$ cat config.mk
export PLATFORM = sky130hd
export DESIGN_NAME = shared_ram_arbiter
export DESIGN_NICKNAME = d
export VERILOG_FILES = /design/src/rtl/shared_ram_arbiter.sv
export SDC_FILE = /design/constraint.sdc
export NUM_CORES = 1
export LEC_CHECK = 0
export BUFFER_PORTS_ARGS = -buffer_cell sky130_fd_sc_hd__buf_2
export CORE_MARGIN = 2
export CORE_UTILIZATION = 45
export CTS_CLUSTER_SIZE = 25
export DETAILED_ROUTE_END_ITERATION = 8
export GPL_ROUTABILITY_DRIVEN = 1
export GPL_TIMING_DRIVEN = 1
export PLACE_DENSITY = 0.82
export SYNTH_ARGS = -nofsm -noshare
export SYNTH_HDL_FRONTEND = slang
export SYNTH_SLANG_ARGS = --single-unit
$ cat constraint.sdc
create_clock -name clk -period 2.57 [get_ports clk]
set_clock_uncertainty 0.2 [all_clocks]
set_input_delay 0.1285 -clock clk [delete_from_list [all_inputs] [get_ports clk]]
set_output_delay 0.1285 -clock clk [all_outputs]
set_load 0.02 [all_outputs]
$ cat src/rtl/shared_ram_arbiter.sv
// shared_ram_arbiter: two-master arbiter for the single-port 8-bit shared BRAM (M68K low byte / Z80).
// Sequences each access IDLE -> ACC -> LATCH, returns read data, generates M68K DTACK and Z80 WAIT.
// Ports:
//   clk, reset_n                 clock, asynchronous active-low reset
//   m68k_cs/rw/lds_n/addr/din    M68K request (cs held until DTACK seen)
//   m68k_dout, m68k_dtack_n      registered read data and DTACK
//   z80_cs/rd_n/wr_n/addr/din    Z80 request (MREQ-qualified select plus strobes)
//   z80_dout, z80_wait_n         registered read data, combinational WAIT
//   ram_addr/we/din, ram_dout    BRAM port (read data valid one clock after ram_addr)
//   contention_cnt               only when SHARED_RAM_STATS_EN is defined: saturating count of
//                                IDLE cycles with both masters requesting
module shared_ram_arbiter #(
   parameter int AW = 11
) (
   input  logic          clk,
   input  logic          reset_n,
`ifdef SHARED_RAM_STATS_EN
   output logic [15:0]   contention_cnt,
`endif
   input  logic          m68k_cs,
   input  logic          m68k_rw,
   input  logic          m68k_lds_n,
   input  logic [AW-1:0] m68k_addr,
   input  logic [7:0]    m68k_din,
   output logic [7:0]    m68k_dout,
   output logic          m68k_dtack_n,
   input  logic          z80_cs,
   input  logic          z80_rd_n,
   input  logic          z80_wr_n,
   input  logic [AW-1:0] z80_addr,
   input  logic [7:0]    z80_din,
   output logic [7:0]    z80_dout,
   output logic          z80_wait_n,
   output logic [AW-1:0] ram_addr,
   output logic          ram_we,
   output logic [7:0]    ram_din,
   input  logic [7:0]    ram_dout
);
   typedef enum logic [1:0] {IDLE, ACC, LATCH} state_t;
   state_t state;
   logic grant_z, last_z, is_rd, m_served, z_served;
   logic z_act, m_req, z_req, pick_z;
   assign z_act  = z80_cs & (~z80_rd_n | ~z80_wr_n);
   assign m_req  = m68k_cs & ~m_served;
   assign z_req  = z_act & ~z_served;
   // round robin: on contention the master that did not win last time gets the RAM
   assign pick_z = z_req & (~m_req | ~last_z);
   assign z80_wait_n = ~reset_n | ~z_req;
   always_ff @(posedge clk or negedge reset_n) begin
      if (!reset_n) begin
         state        <= IDLE;
         grant_z      <= 1'b0;
         last_z       <= 1'b1;
         is_rd        <= 1'b0;
         m_served     <= 1'b0;
         z_served     <= 1'b0;
         m68k_dout    <= 8'h00;
         m68k_dtack_n <= 1'b1;
         z80_dout     <= 8'h00;
         ram_addr     <= '0;
         ram_we       <= 1'b0;
         ram_din      <= 8'h00;
`ifdef SHARED_RAM_STATS_EN
         contention_cnt <= 16'h0000;
`endif
      end else begin
         ram_we <= 1'b0;
         // served flags gate re-requests until the master deasserts its select
         if (!m68k_cs) begin
            m_served     <= 1'b0;
            m68k_dtack_n <= 1'b1;
         end
         if (!z_act) z_served <= 1'b0;
`ifdef SHARED_RAM_STATS_EN
         if (state == IDLE && m_req && z_req && contention_cnt != 16'hFFFF)
            contention_cnt <= contention_cnt + 16'd1;
`endif
         case (state)
            IDLE: if (m_req | z_req) begin
               grant_z  <= pick_z;
               last_z   <= pick_z;
               ram_addr <= pick_z ? z80_addr : m68k_addr;
               ram_din  <= pick_z ? z80_din : m68k_din;
               ram_we   <= pick_z ? ~z80_wr_n : (~m68k_rw & ~m68k_lds_n);
               // a byte write with lds_n high is neither a RAM write nor a read
               is_rd    <= pick_z ? z80_wr_n : m68k_rw;
               state    <= ACC;
            end
            ACC: state <= LATCH;
            LATCH: begin
               if (grant_z) begin
                  if (is_rd) z80_dout <= ram_dout;
                  if (z_act) z_served <= 1'b1;
               end else begin
                  if (is_rd) m68k_dout <= ram_dout;
                  // a master that dropped its select mid-access gets no handshake
                  if (m68k_cs) begin
                     m_served     <= 1'b1;
                     m68k_dtack_n <= 1'b0;
                  end
               end
               state <= IDLE;
            end
            default: state <= IDLE;
         endcase
      end
   end
endmodule

==> impl_table.tex, run 1 <==
\begin{tabular}{lr}
\hline
Metric & Value \\
\hline
\multicolumn{2}{l}{\textbf{Status}} \\
\quad Result of the run & finished, final reports clean \\
\multicolumn{2}{l}{\textbf{Finish}} \\
\quad Area added between synthesis and finish & 55.02\% \\
\quad Share of layout cells above drive strength 1 & 61.11\% \\
\quad Nets & 323 \\
\quad Number of antenna repair diodes & 0 \\
\quad Number of inserted filler cells in the final layout & 272 \\
\quad Post-layout utilization of the core & 73.76\% \\
\multicolumn{2}{l}{\textbf{Die}} \\
\quad Y dimension of the die & 69.50 um \\
\quad I/O pin total & 92 \\
\quad Num rows & 23 \\
\quad Area of the placeable core & 0.004058 mm\^{}2 \\
\quad Die width & 69.50 um \\
\quad Initial core utilization & 47.58\% \\
\quad Area enclosed by the die boundary & 0.004830 mm\^{}2 \\
\multicolumn{2}{l}{\textbf{Worst setup path}} \\
\quad Type of origin of the critical path & primary input \\
\quad Source of the critical timing path & z80\_wr\_n \\
\quad Critical path fanouts, max & 12 \\
\quad Arrival time reported for the critical path endpoint & 2190 ps \\
\quad Class of the most critical setup path & primary input to flop \\
\quad Data required time of the worst path & 2540 ps \\
\quad Worst r2r src & m\_served\$\_DFF\_PN0\_ \\
\quad Critical path capture point type & flop \\
\multicolumn{2}{l}{\textbf{Route}} \\
\quad DRC violation count after routing & 0 \\
\quad Count of nets left with antenna violations after detail routing & 0 \\
\quad Drt initial violations & 55 \\
\quad Aggregate routed wire length & 4.743 mm \\
\quad Average wire per standard cell & 14.82 um \\
\quad Iteration count of the initial detailed-routing pass & 4 \\
\quad Routed via count & 1552 \\
\quad Vias per Instance & 4.850 \\
\multicolumn{2}{l}{\textbf{STA}} \\
\quad Final hold violation count & 0 \\
\quad Final-report setup violation count & 0 \\
\quad Fraction of the cycle the final worst path needs & 86.40\% \\
\quad Relative slew margins & 66.19\% \\
\quad Final setup TNS & 0 ps \\
\quad Slew at the pin closest to its max-slew limit & 507.1 ps \\
\quad Setup repair after global routing missed its margin & false \\
\quad Clock period minus final worst setup slack & 2221 ps \\
\quad Max-slew violation count & 0 \\
\quad Highest attainable clock frequency & 450.3 MHz \\
\multicolumn{2}{l}{\textbf{Logic synthesis}} \\
\quad Share of the synthesized area in compound gates (AO/OA/AOI/OAI) & 3.176\% \\
\quad Post-synth cell types & 21 \\
\quad Post-Synthesis Cells & 128 \\
\quad Multiplexer share of the synthesized area & 33.83\% \\
\quad Largest family of logic cells by synthesized area & multiplexers \\
\quad Proportion of synthesized flip-flops having asynchronous set or reset & 100.0\% \\
\quad Xor and xnor area share after synthesis & 0\% \\
\quad Sequential cell area fraction in the yosys report & 57.16\% \\
\quad Synthesized-area fraction occupied by adder cells & 0\% \\
\quad Basic-gate share of the synthesized area counting and, or, nand and nor cells & 3.500\% \\
\quad Top FF cell, synth & dfrtp\_1 \\
\quad Area share of the largest cell type after synthesis & 54.44\% \\
\quad Synth top area cells & dfrtp\_1 54\%, mux2\_2 33\%, dfstp\_2 2.7\% \\
\quad Number of warnings printed during yosys synthesis & 0 \\
\quad EDFF count, synth & 0 \\
\quad Most common cell in the synthesized netlist & mux2\_2 \\
\quad Most frequent cells after synthesis & 56 x mux2\_2, 42 x dfrtp\_1, 3 x buf\_2, 3 x nor2\_1, 3 x nor2b\_1 \\
\quad Avg Synthesized Cell Area & 15.08 um\^{}2 \\
\quad Post-Syn Nets & 182 \\
\quad Post-Synthesis Cell Area & 0.001931 mm\^{}2 \\
\quad Number of synthesized register bits & 44 \\
\quad Top cell type by total area after synthesis & dfrtp\_1 \\
\multicolumn{2}{l}{\textbf{Clocking}} \\
\quad Num CTS Buffers & 5 \\
\quad H-tree depth reported by CTS & 2 \\
\quad Clock Tree Root & clkbuf\_8 \\
\quad Clock slew seen by the registers of the worst setup and hold paths & 80 ps \\
\quad Number of buffers between clock root and the deepest sink & 2 \\
\quad Clock Sinks & 44 \\
\quad Clock tree from TritonCTS & done \\
\quad Clk\_lat worst skew & 290 ps \\
\multicolumn{2}{l}{\textbf{Placement}} \\
\quad IO Port Bufs & 91 \\
\quad Detailed placer's ending HPWL & 2.976 mm \\
\quad Gp weighted congestion & 0.6762 \\
\multicolumn{2}{l}{\textbf{Power and ir drop}} \\
\quad Static leakage & 1.427 nW \\
\quad Power density over the cells & 1069 mW/mm\^{}2 \\
\quad Max IR drop VDD & 0.6896 mV \\
\multicolumn{2}{l}{\textbf{Run}} \\
\quad Number of maximum-capacitance violations & 0 \\
\multicolumn{2}{l}{\textbf{Global routing}} \\
\quad Antenna violations before repair & 0 \\
\quad Number of global-route vias before repair & 1734 \\
\quad Total track usage & 20.56\% \\
\quad Pin count of the biggest net entering global routing & 24 \\
\quad Wire length of the first global-routing pass & 7.810 mm \\
\quad Overall overflow remaining after global route & 0 \\
\multicolumn{2}{l}{\textbf{Hold path}} \\
\quad Min-delay src & z80\_addr[0] \\
\quad Class of the most critical hold timing path & primary input to flop \\
\hline
\end{tabular}
[per-layer routing]
layer	GRT usage, %	share of wire, %	vias up
li1	-	-	732
met1	22.53	39	743
met2	37.93	53	64
met3	4.360	5.1	13
met4	8.932	2.7	0
met5	0	0	-
[area by class of cell]
cell class / instances / area (um^2) / share of cell area [%]
inverters: 2 / 7.507 / 0.2508
multi-input cells: 77 / 782.0 / 26.13
well taps: 50 / 62.56 / 2.090
flip-flops and latches: 44 / 1104 / 36.87
clock inverters: 3 / 42.54 / 1.421
clock buffers: 5 / 68.82 / 2.299
repair buffers: 139 / 925.9 / 30.94
[worst paths after layout]
check                                      endpoint  cells after the start  slack (ps)
max                                ram_we$_DFF_PN0_                      8         350
min                         ram_addr[0]$_DFFE_PN0P_                      3           5
max reg2reg                        ram_we$_DFF_PN0_                      6         420
min reg2reg                    state[1]$_DFFE_PN0P_                      1         250
max in group asynchronous  m68k_dout[4]$_DFFE_PN0P_                      3        1350
min in group asynchronous        z_served$_DFF_PN0_                      2         140
[timing repair]
action | CTS | global route
endpoints found under the hold margin | 57 | 0
resized for setup | 0 | 0
hold buffers | 44 | 0
setup buffers | 0 | 0
[cell usage in the layout (no fill, tap or decap), drive strengths merged]
| cell type | Yosys | routed |
|---|---|---|
| a211oi | 1 | 1 |
| a21bo | 1 | 1 |
| a21oi | 2 | 2 |
| and2 | 1 | 1 |
| and2b | 1 | 1 |
| buf | 5 | 95 |
| bufinv | 0 | 1 |
| clkbuf | 0 | 5 |
| clkinv | 0 | 1 |
| clkinvlp | 0 | 1 |
| dfrtp | 42 | 42 |
| dfstp | 2 | 2 |
| dlygate4sd3 | 0 | 44 |
| inv | 2 | 2 |
| mux2 | 58 | 58 |
| nand2 | 1 | 1 |
| nand2b | 1 | 1 |
| nand3 | 1 | 1 |
| nor2 | 3 | 3 |
| nor2b | 3 | 3 |
| o21a | 1 | 1 |
| o21ai | 2 | 2 |
| or3 | 1 | 1 |
[sequential cells by signal, indices dropped and copies added, names as in the netlist]
name	flops
m_served	1
last_z	1
is_rd	1
m68k_dout	8
ram_addr	11
m68k_dtack_n	1
z_served	1
ram_din	8
ram_we	1
z80_dout	8
state	2
grant_z	1
[cells by family (layout without fill, tap and decap cells)]
| kind of cell | after synthesis | after routing |
|---|---|---|
| buffers and inverters | 7 | 149 |
| and+or+nand+nor | 12 | 12 |
| muxes | 58 | 58 |
| AOI/OAI and AO/OA | 7 | 7 |
| DFF | 44 | 44 |
[power by group]
group / internal [mW] / total (mW) / switching (mW)
Clock: 0.287 / 0.516 / 0.228
Sequential: 1.04 / 1.20 / 0.164
Combinational: 0.703 / 1.48 / 0.778
[critical path: stages]
cell and delay, ps:
dlygate4sd3_1 540, buf_2 140, a21bo_2 220, a211oi_4 220, buf_4 230, or3_1 110
dlygate4sd3_1 540, a21oi_1 60
[per-stage QoR]
step	cell area, um^2	instances	total power [mW]	hold WS (ps)	setup WS (ps)
final	2993	320	3.199	5.107	349.5
after global routing	2993	320	3.384	2.862	296.1
after CTS	2993	320	3.224	1.013	368.2
after detailed placement	2441	268	2.651	-78.33	628.1
after global placement	2441	268	2.610	-84.85	650.9
after floorplan	1931	128	2.186	-367.1	623.2
(Power assumes the default switching activity.)
==> inputs of run 2 (changes only) <==
CAP_MARGIN = 20   (was unset)
CELL_PAD_IN_SITES_DETAIL_PLACEMENT = 1   (was unset)
CELL_PAD_IN_SITES_GLOBAL_PLACEMENT = 2   (was unset)
CORE_UTILIZATION = 29   (was 45)
PLACE_DENSITY = 0.83   (was 0.82)
==> run 2 against run 1 <==
  * Sequential share of layout area down 1.1 points
  * Critical path type unchanged
  * Critical endpoint unchanged
  * Critical path depth unchanged
  * First-iteration DRC count down 67%
==> impl_table.tex, run 2 (synthesis results as in run 1) <==
\begin{tabular}{lr}
\hline
Metric & Value \\
\hline
\multicolumn{2}{l}{\textbf{Worst setup path}} \\
\quad Critical path fanouts, max & 16 (was 12) \\
\quad Crit path top cell by count & dlygate4sd3\_1 (unchanged) \\
\quad Largest delay contributor family on the critical path & buffers and inverters (unchanged) \\
\quad Max stage delay on crit path & 540 ps (about the same) \\
\quad Class of the most critical setup path & primary input to flop (unchanged) \\
\quad Worst r2r src & m\_served\$\_DFF\_PN0\_ (unchanged) \\
\quad Master of the slowest instance on the critical path & dlygate4sd3\_1 (unchanged) \\
\quad R2R cell count & 6 (unchanged) \\
\quad Ordered list of cells on the worst path & dlygate4sd3\_1 > buf\_2 > a21bo\_2 > a211oi\_4 > buf\_4 > or3\_1 > dlygate4sd3\_1 > a21oi\_1 (unchanged) \\
\quad Type of origin of the critical path & primary input (unchanged) \\
\quad Worst R2R End & ram\_we\$\_DFF\_PN0\_ (unchanged) \\
\quad Data required time of the worst path & 2550 ps (was 2540 ps) \\
\quad Arrival time reported for the critical path endpoint & 2250 ps (was 2190 ps) \\
\quad Internal reg-to-reg setup slack & 380 ps (was 420 ps) \\
\quad Critical path capture point type & flop (unchanged) \\
\quad Total buffers and inverters traversed by the critical path & 4 (unchanged) \\
\multicolumn{2}{l}{\textbf{Placement}} \\
\quad Detailed placer's ending HPWL & 3.479 mm (was 2.976 mm) \\
\quad Placed cells & 296 (was 268) \\
\quad IO Port Bufs & 91 (unchanged) \\
\quad Gp weighted congestion & 0.6756 (was 0.6762) \\
\multicolumn{2}{l}{\textbf{Global routing}} \\
\quad Most used routing layer in global routing & met2 (unchanged) \\
\quad Met2 Use GR & 27.70\% (was 37.93\%) \\
\quad Number of global-route vias before repair & 1772 (was 1734) \\
\quad Antenna violations before repair & 0 (unchanged) \\
\quad Met1 Use GR & 17.90\% (was 22.53\%) \\
\quad Pin count of the biggest net entering global routing & 32 (was 24) \\
\quad Wire length of the first global-routing pass & 8.866 mm (was 7.810 mm) \\
\quad Met3 track utilization from global routing & 5.582\% (was 4.360\%) \\
\quad Overall overflow remaining after global route & 0 (unchanged) \\
\quad Total track usage & 15.56\% (was 20.56\%) \\
\multicolumn{2}{l}{\textbf{STA}} \\
\quad Setup repair after global routing missed its margin & false (unchanged) \\
\quad Max-slew violation count & 0 (unchanged) \\
\quad Highest attainable clock frequency & 440.5 MHz (was 450.3 MHz) \\
\quad Slew at the pin closest to its max-slew limit & 440.5 ps (was 507.1 ps) \\
\quad Final setup TNS & 0 ps (unchanged) \\
\quad Final hold violation count & 0 (unchanged) \\
\quad Clock period minus final worst setup slack & 2270 ps (was 2221 ps) \\
\quad Fraction of the cycle the final worst path needs & 88.33\% (was 86.40\%) \\
\quad Relative slew margins & 70.55\% (was 66.19\%) \\
\quad Final-report setup violation count & 0 (unchanged) \\
\multicolumn{2}{l}{\textbf{Finish}} \\
\quad Share of layout cells above drive strength 1 & 59.71\% (was 61.11\%) \\
\quad Area added between synthesis and finish & 59.82\% (was 55.02\%) \\
\quad Nets & 331 (was 323) \\
\quad Leading cell type in the layout, fill and taps excluded & buf\_2 (unchanged) \\
\quad Leading cell types in the layout, fill and taps excluded & 91 x buf\_2, 56 x mux2\_2, 51 x dlygate4sd3\_1 (was 91 x buf\_2, 56 x mux2\_2, 44 x dlygate4sd3\_1) \\
\quad Number of antenna repair diodes & 0 (unchanged) \\
\quad Non-Filler Instances & 355 (was 320) \\
\quad Largest Register & ram\_addr (unchanged) \\
\quad Number of flip-flops in the largest register & 11 (unchanged) \\
\multicolumn{2}{l}{\textbf{Power and ir drop}} \\
\quad Combinational power share & 47.8\% (was 46.3\%) \\
\quad Portion of total power attributed to sequential cells & 38.0\% (was 37.6\%) \\
\quad Max IR drop VDD & 0.5524 mV (was 0.6896 mV) \\
\quad Clock network power share & 14.2\% (was 16.1\%) \\
\quad Post-layout total power & 3.181 mW (was 3.199 mW) \\
\quad Switching share of power & 37.96\% (was 36.58\%) \\
\quad Internal power component & 1.973 mW (was 2.029 mW) \\
\quad Static leakage & 1.458 nW (was 1.427 nW) \\
\quad Power density over the cells & 1031 mW/mm\^{}2 (was 1069 mW/mm\^{}2) \\
\quad Net switching component of the power & 1.207 mW (was 1.170 mW) \\
\multicolumn{2}{l}{\textbf{Die}} \\
\quad Num rows & 29 (was 23) \\
\quad I/O pin total & 92 (unchanged) \\
\quad Area enclosed by the die boundary & 0.007326 mm\^{}2 (was 0.004830 mm\^{}2) \\
\quad Y dimension of the die & 85.59 um (was 69.50 um) \\
\quad Die width & 85.59 um (was 69.50 um) \\
\quad Area of the placeable core & 0.006386 mm\^{}2 (was 0.004058 mm\^{}2) \\
\quad Initial core utilization & 30.23\% (was 47.58\%) \\
\multicolumn{2}{l}{\textbf{Clocking}} \\
\quad Num CTS Buffers & 5 (unchanged) \\
\quad Clock tree from TritonCTS & done (unchanged) \\
\quad Clock Sinks & 44 (unchanged) \\
\quad Clk\_lat worst skew & 300 ps (was 290 ps) \\
\quad Clock slew seen by the registers of the worst setup and hold paths & 80 ps (about the same) \\
\quad Clock Tree Root & clkbuf\_8 (unchanged) \\
\quad Number of buffers between clock root and the deepest sink & 2 (unchanged) \\
\quad Post-CTS setup repair buffer count & 0 (unchanged) \\
\quad H-tree depth reported by CTS & 2 (unchanged) \\
\multicolumn{2}{l}{\textbf{Route}} \\
\quad DRC violation count after routing & 0 (unchanged) \\
\quad Aggregate routed wire length & 5.456 mm (was 4.743 mm) \\
\quad Iteration count of the initial detailed-routing pass & 4 (unchanged) \\
\quad Average wire per standard cell & 15.37 um (was 14.82 um) \\
\quad Routed via count & 1599 (was 1552) \\
\quad Vias per Instance & 4.504 (was 4.850) \\
\quad Count of nets left with antenna violations after detail routing & 0 (unchanged) \\
\quad Drt initial violations & 18 (was 55) \\
\multicolumn{2}{l}{\textbf{Hold path}} \\
\quad Min-delay src & m68k\_rw (was z80\_addr[0]) \\
\quad Hold Crit Depth & 3 (unchanged) \\
\quad End point of the worst hold path & is\_rd\$\_DFFE\_PN0P\_ (was ram\_addr[0]\$\_DFFE\_PN0P\_) \\
\quad Class of the most critical hold timing path & primary input to flop (unchanged) \\
\multicolumn{2}{l}{\textbf{Run}} \\
\quad Number of maximum-capacitance violations & 0 (unchanged) \\
\multicolumn{2}{l}{\textbf{Status}} \\
\quad Result of the run & finished, final reports clean (unchanged) \\
\hline
\end{tabular}
## run 2: changes by cell type in the layout (fill, tap and decap cells not counted), sizes merged
cell | previous run | this run
buf | 95 | 96
bufinv | 1 | 0
clkbuf | 5 | 6
clkinv | 1 | 2
clkinvlp | 1 | 0
dlygate4sd3 | 44 | 51
## run 2: worst reg2reg max path: cells and delay by family, from the launching register on
kind | cells | cell delay (ps)
AND/OR/NAND/NOR | 2 | 580
AO/OA/AOI/OAI | 2 | 200
buffers and inverters | 2 | 760
flip-flops | 1 | 390
## run 2: worst max path at each step
stage	end	cells after the start	start	slack, ps
2_1_floorplan	is_rd$_DFFE_PN0P_	5	m_served$_DFF_PN0_	620
3_3_place_gp	m68k_dout[6]$_DFFE_PN0P_	4	state[0]$_DFFE_PN0P_	610
3_5_place_dp	ram_din[7]$_DFFE_PN0P_	5	m_served$_DFF_PN0_	560
4_1_cts	ram_we$_DFF_PN0_	8	z80_wr_n	300
5_1_grt	ram_we$_DFF_PN0_	8	z80_wr_n	220
6_report	ram_we$_DFF_PN0_	8	z80_wr_n	300
## run 2: routing by layer
metal	share of wire, %	up-vias	wire length, um
met5	0	-	0
met4	0.20	0	11
met3	7.8	2	423
met2	53	69	2875
met1	39	780	2146
li1	-	748	-
## run 2: layout make-up
class | count | area, um^2
clock buffers | 6 | 82.58
clock inverters | 2 | 10.01
fillers | 697 | 3301
inverters | 2 | 7.507
multi-input cells | 77 | 782.0
flip-flops and latches | 44 | 1104
well taps | 77 | 96.34
repair buffers | 147 | 1003
## run 2: through the flow
stage / utilization [%] / setup slack, ps / instance area [um^2] / hold WS [ps]
final: 48.32 / 299.9 / 3085 / 18.08
after floorplan: - / 623.2 / 1931 / -367.1
after global placement: 38.87 / 608.2 / 2482 / -140.6
after detailed placement: 38.87 / 560.9 / 2482 / -138.5
after global routing: 48.32 / 223.0 / 3085 / 21.00
after CTS: 48.32 / 303.2 / 3085 / 3.304
## run 2: what timing repair did
action,CTS,global route
setup endpoints to repair,0,0
hold endpoints to repair,52,0
hold buffers,51,0
gates resized for setup,0,0
## run 2: power by group through the flow
stage          Sequential, mW  Clock, mW  Combinational (mW)
2_1_floorplan            1.57          0               0.613
5_1_grt                  1.26      0.494                1.63
3_3_place_gp             1.21          0                1.44
4_1_cts                  1.21      0.472                1.54
6_report                 1.21      0.452                1.52
3_5_place_dp             1.22          0                1.47
==> inputs of run 3 (changes only) <==
BUFFER_PORTS_ARGS = unset   (was -buffer_cell sky130_fd_sc_hd__buf_2)
CORE_ASPECT_RATIO = 0.8   (was unset)
CORE_UTILIZATION = 39   (was 29)
DONT_BUFFER_PORTS = 1   (was unset)
PLACE_DENSITY = 0.81   (was 0.83)
==> run 3 against run 2 <==
  * Combinational power decreased by 48%
  * Cell count shrank 30%
  * Count of clock-buffer cells in the layout unchanged
  * Wire length down 10%
  * Sequential share of layout area increased by 6.1 points
  * Sequential cell count unchanged
==> impl_table.tex, run 3 (synthesis results as in run 1) <==
\begin{tabular}{lr}
\hline
Metric & Value \\
\hline
\multicolumn{2}{l}{\textbf{Clocking}} \\
\quad Clock Tree Root & clkbuf\_8 (unchanged) \\
\quad Clock tree from TritonCTS & done (unchanged) \\
\quad Clk\_lat worst skew & 290 ps (was 300 ps) \\
\quad Post-CTS setup repair buffer count & 0 (unchanged) \\
\quad Clock Sinks & 44 (unchanged) \\
\quad Clock slew seen by the registers of the worst setup and hold paths & 80 ps (about the same) \\
\quad Number of buffers between clock root and the deepest sink & 2 (unchanged) \\
\quad Num CTS Buffers & 5 (unchanged) \\
\quad H-tree depth reported by CTS & 2 (unchanged) \\
\multicolumn{2}{l}{\textbf{STA}} \\
\quad Final setup TNS & 0 ps (unchanged) \\
\quad Final hold violation count & 0 (unchanged) \\
\quad Relative slew margins & 68.07\% (was 70.55\%) \\
\quad Setup repair after global routing missed its margin & false (unchanged) \\
\quad Clock period minus final worst setup slack & 2322 ps (was 2270 ps) \\
\quad Fraction of the cycle the final worst path needs & 90.35\% (was 88.33\%) \\
\quad Max-slew violation count & 0 (unchanged) \\
\quad Highest attainable clock frequency & 430.7 MHz (was 440.5 MHz) \\
\quad Final-report setup violation count & 0 (unchanged) \\
\quad Slew at the pin closest to its max-slew limit & 477.6 ps (was 440.5 ps) \\
\multicolumn{2}{l}{\textbf{Route}} \\
\quad Iteration count of the initial detailed-routing pass & 3 (was 4) \\
\quad Average wire per standard cell & 19.86 um (was 15.37 um) \\
\quad Drt initial violations & 21 (was 18) \\
\quad DRC violation count after routing & 0 (unchanged) \\
\quad Count of nets left with antenna violations after detail routing & 0 (unchanged) \\
\quad Routed via count & 1272 (was 1599) \\
\quad Vias per Instance & 5.150 (was 4.504) \\
\quad Aggregate routed wire length & 4.906 mm (was 5.456 mm) \\
\multicolumn{2}{l}{\textbf{Global routing}} \\
\quad Met1 Use GR & 20.38\% (was 17.90\%) \\
\quad Met3 track utilization from global routing & 4.607\% (was 5.582\%) \\
\quad Most used routing layer in global routing & met2 (unchanged) \\
\quad Number of global-route vias before repair & 1471 (was 1772) \\
\quad Wire length of the first global-routing pass & 7.555 mm (was 8.866 mm) \\
\quad Pin count of the biggest net entering global routing & 45 (was 32) \\
\quad Overall overflow remaining after global route & 0 (unchanged) \\
\quad Antenna violations before repair & 0 (unchanged) \\
\quad Total track usage & 19.07\% (was 15.56\%) \\
\quad Met2 Use GR & 35.69\% (was 27.70\%) \\
\multicolumn{2}{l}{\textbf{Die}} \\
\quad Die width & 82.66 um (was 85.59 um) \\
\quad Area enclosed by the die boundary & 0.005532 mm\^{}2 (was 0.007326 mm\^{}2) \\
\quad I/O pin total & 92 (unchanged) \\
\quad Initial core utilization & 41.26\% (was 30.23\%) \\
\quad Y dimension of the die & 66.93 um (was 85.59 um) \\
\quad Num rows & 22 (was 29) \\
\quad Area of the placeable core & 0.004679 mm\^{}2 (was 0.006386 mm\^{}2) \\
\multicolumn{2}{l}{\textbf{Worst setup path}} \\
\quad Class of the most critical setup path & primary input to flop (unchanged) \\
\quad R2R cell count & 6 (unchanged) \\
\quad Type of origin of the critical path & primary input (unchanged) \\
\quad Ordered list of cells on the worst path & dlygate4sd3\_1 > a21bo\_2 > a211oi\_4 > buf\_4 > or3\_1 > a21oi\_1 > dlygate4sd3\_1 (was dlygate4sd3\_1 > buf\_2 > a21bo\_2 > a211oi\_4 > buf\_4 > or3\_1 > dlygate4sd3\_1 > a21oi\_1) \\
\quad Critical path fanouts, max & 24 (was 16) \\
\quad Data required time of the worst path & 2550 ps (about the same) \\
\quad Worst r2r src & m\_served\$\_DFF\_PN0\_ (unchanged) \\
\quad Worst R2R End & ram\_we\$\_DFF\_PN0\_ (unchanged) \\
\quad Worst setup path end & ram\_we\$\_DFF\_PN0\_ (unchanged) \\
\quad Source of the critical timing path & z80\_wr\_n (unchanged) \\
\quad Master of the slowest instance on the critical path & dlygate4sd3\_1 (unchanged) \\
\quad Crit path top cell by count & dlygate4sd3\_1 (unchanged) \\
\quad Max stage delay on crit path & 590 ps (was 540 ps) \\
\quad Arrival time reported for the critical path endpoint & 2300 ps (was 2250 ps) \\
\quad Critical path capture point type & flop (unchanged) \\
\quad Internal reg-to-reg setup slack & 300 ps (was 380 ps) \\
\multicolumn{2}{l}{\textbf{Finish}} \\
\quad Share of layout cells above drive strength 1 & 39.04\% (was 59.71\%) \\
\quad Largest Register & ram\_addr (unchanged) \\
\quad Non-Filler Instances & 247 (was 355) \\
\quad Final Cell Area & 0.002634 mm\^{}2 (was 0.003085 mm\^{}2) \\
\quad Area added between synthesis and finish & 36.42\% (was 59.82\%) \\
\quad Leading cell types in the layout, fill and taps excluded & 56 x mux2\_2, 53 x dlygate4sd3\_1, 42 x dfrtp\_1 (was 91 x buf\_2, 56 x mux2\_2, 51 x dlygate4sd3\_1) \\
\quad Nets & 240 (was 331) \\
\quad Number of antenna repair diodes & 0 (unchanged) \\
\quad Number of flip-flops in the largest register & 11 (unchanged) \\
\quad Leading cell type in the layout, fill and taps excluded & mux2\_2 (was buf\_2) \\
\multicolumn{2}{l}{\textbf{Placement}} \\
\quad Placed cells & 185 (was 296) \\
\quad Gp weighted congestion & 0.6507 (was 0.6756) \\
\quad Placement-stage cell area & 0.001983 mm\^{}2 (was 0.002482 mm\^{}2) \\
\quad IO Port Bufs & 0 (was 91) \\
\quad Detailed placer's ending HPWL & 2.930 mm (was 3.479 mm) \\
\multicolumn{2}{l}{\textbf{Power and ir drop}} \\
\quad Max IR drop VDD & 0.5558 mV (was 0.5524 mV) \\
\quad Post-layout total power & 2.884 mW (was 3.181 mW) \\
\quad Static leakage & 1.109 nW (was 1.458 nW) \\
\quad Power density over the cells & 1095 mW/mm\^{}2 (was 1031 mW/mm\^{}2) \\
\multicolumn{2}{l}{\textbf{Hold path}} \\
\quad Class of the most critical hold timing path & primary input to asynchronous set/reset pin (was primary input to flop) \\
\multicolumn{2}{l}{\textbf{Run}} \\
\quad Number of maximum-capacitance violations & 0 (unchanged) \\
\multicolumn{2}{l}{\textbf{Status}} \\
\quad Result of the run & finished, final reports clean (unchanged) \\
\hline
\end{tabular}
==> run 3: critical path: cells and delay by family <==
family                 cells  cell delay (ps)
AOI/OAI and AO/OA          3              490
buffers and inverters      3             1500
and+or+nand+nor            1              160
==> run 3: layout make-up <==
class	count	area, um^2
clock buffer	6	82.58
clock inverter	2	10.01
fill	457	2046
inverter	2	7.507
multi-input combinational	77	782.0
sequential	44	1104
tap	60	75.07
timing repair buffer	56	573.1
==> run 3: through the flow <==
stage | hold WS [ps] | worst slack [ps] | utilization, %
finish | 159.4 | 248.1 | 56.28
global route | 162.4 | 187.9 | 56.28
CTS | 155.8 | 275.7 | 56.28
detailed placement | -365.4 | 502.8 | 42.38
global placement | -365.7 | 581.0 | 42.38
floorplan | -367.1 | 623.2 | -
==> run 3: what timing repair did <==
action                                 4_1_cts  5_1_grt
endpoints found under the hold margin       84        0
resized for setup                            0        0
hold buffers                                54        0
==> run 3: how the worst min path moves through the flow <==
stage,start,end,slack (ps),depth (start not counted)
4_1_cts,reset_n,ram_addr[10]$_DFFE_PN0P_,160,2
3_3_place_gp,reset_n,z80_dout[5]$_DFFE_PN0P_,-370,0
6_report,reset_n,m68k_dout[3]$_DFFE_PN0P_,160,2
5_1_grt,reset_n,m68k_dout[3]$_DFFE_PN0P_,160,2
2_1_floorplan,reset_n,grant_z$_DFFE_PN0P_,-370,0
3_5_place_dp,reset_n,ram_addr[8]$_DFFE_PN0P_,-370,0
==> run 3: where the power goes <==
group | switching, mW | total, mW | internal, mW
clock | 0.229 | 0.443 | 0.215
sequential | 0.608 | 1.65 | 1.04
combinational | 0.304 | 0.795 | 0.491
==> run 3: per-layer routing <==
layer  routed length (um)  vias to the layer above
met1                 1787                      646
li1                     -                      564
met5                    0                        -
met2                 2747                       51
met3                  270                       11
met4                  100                        0
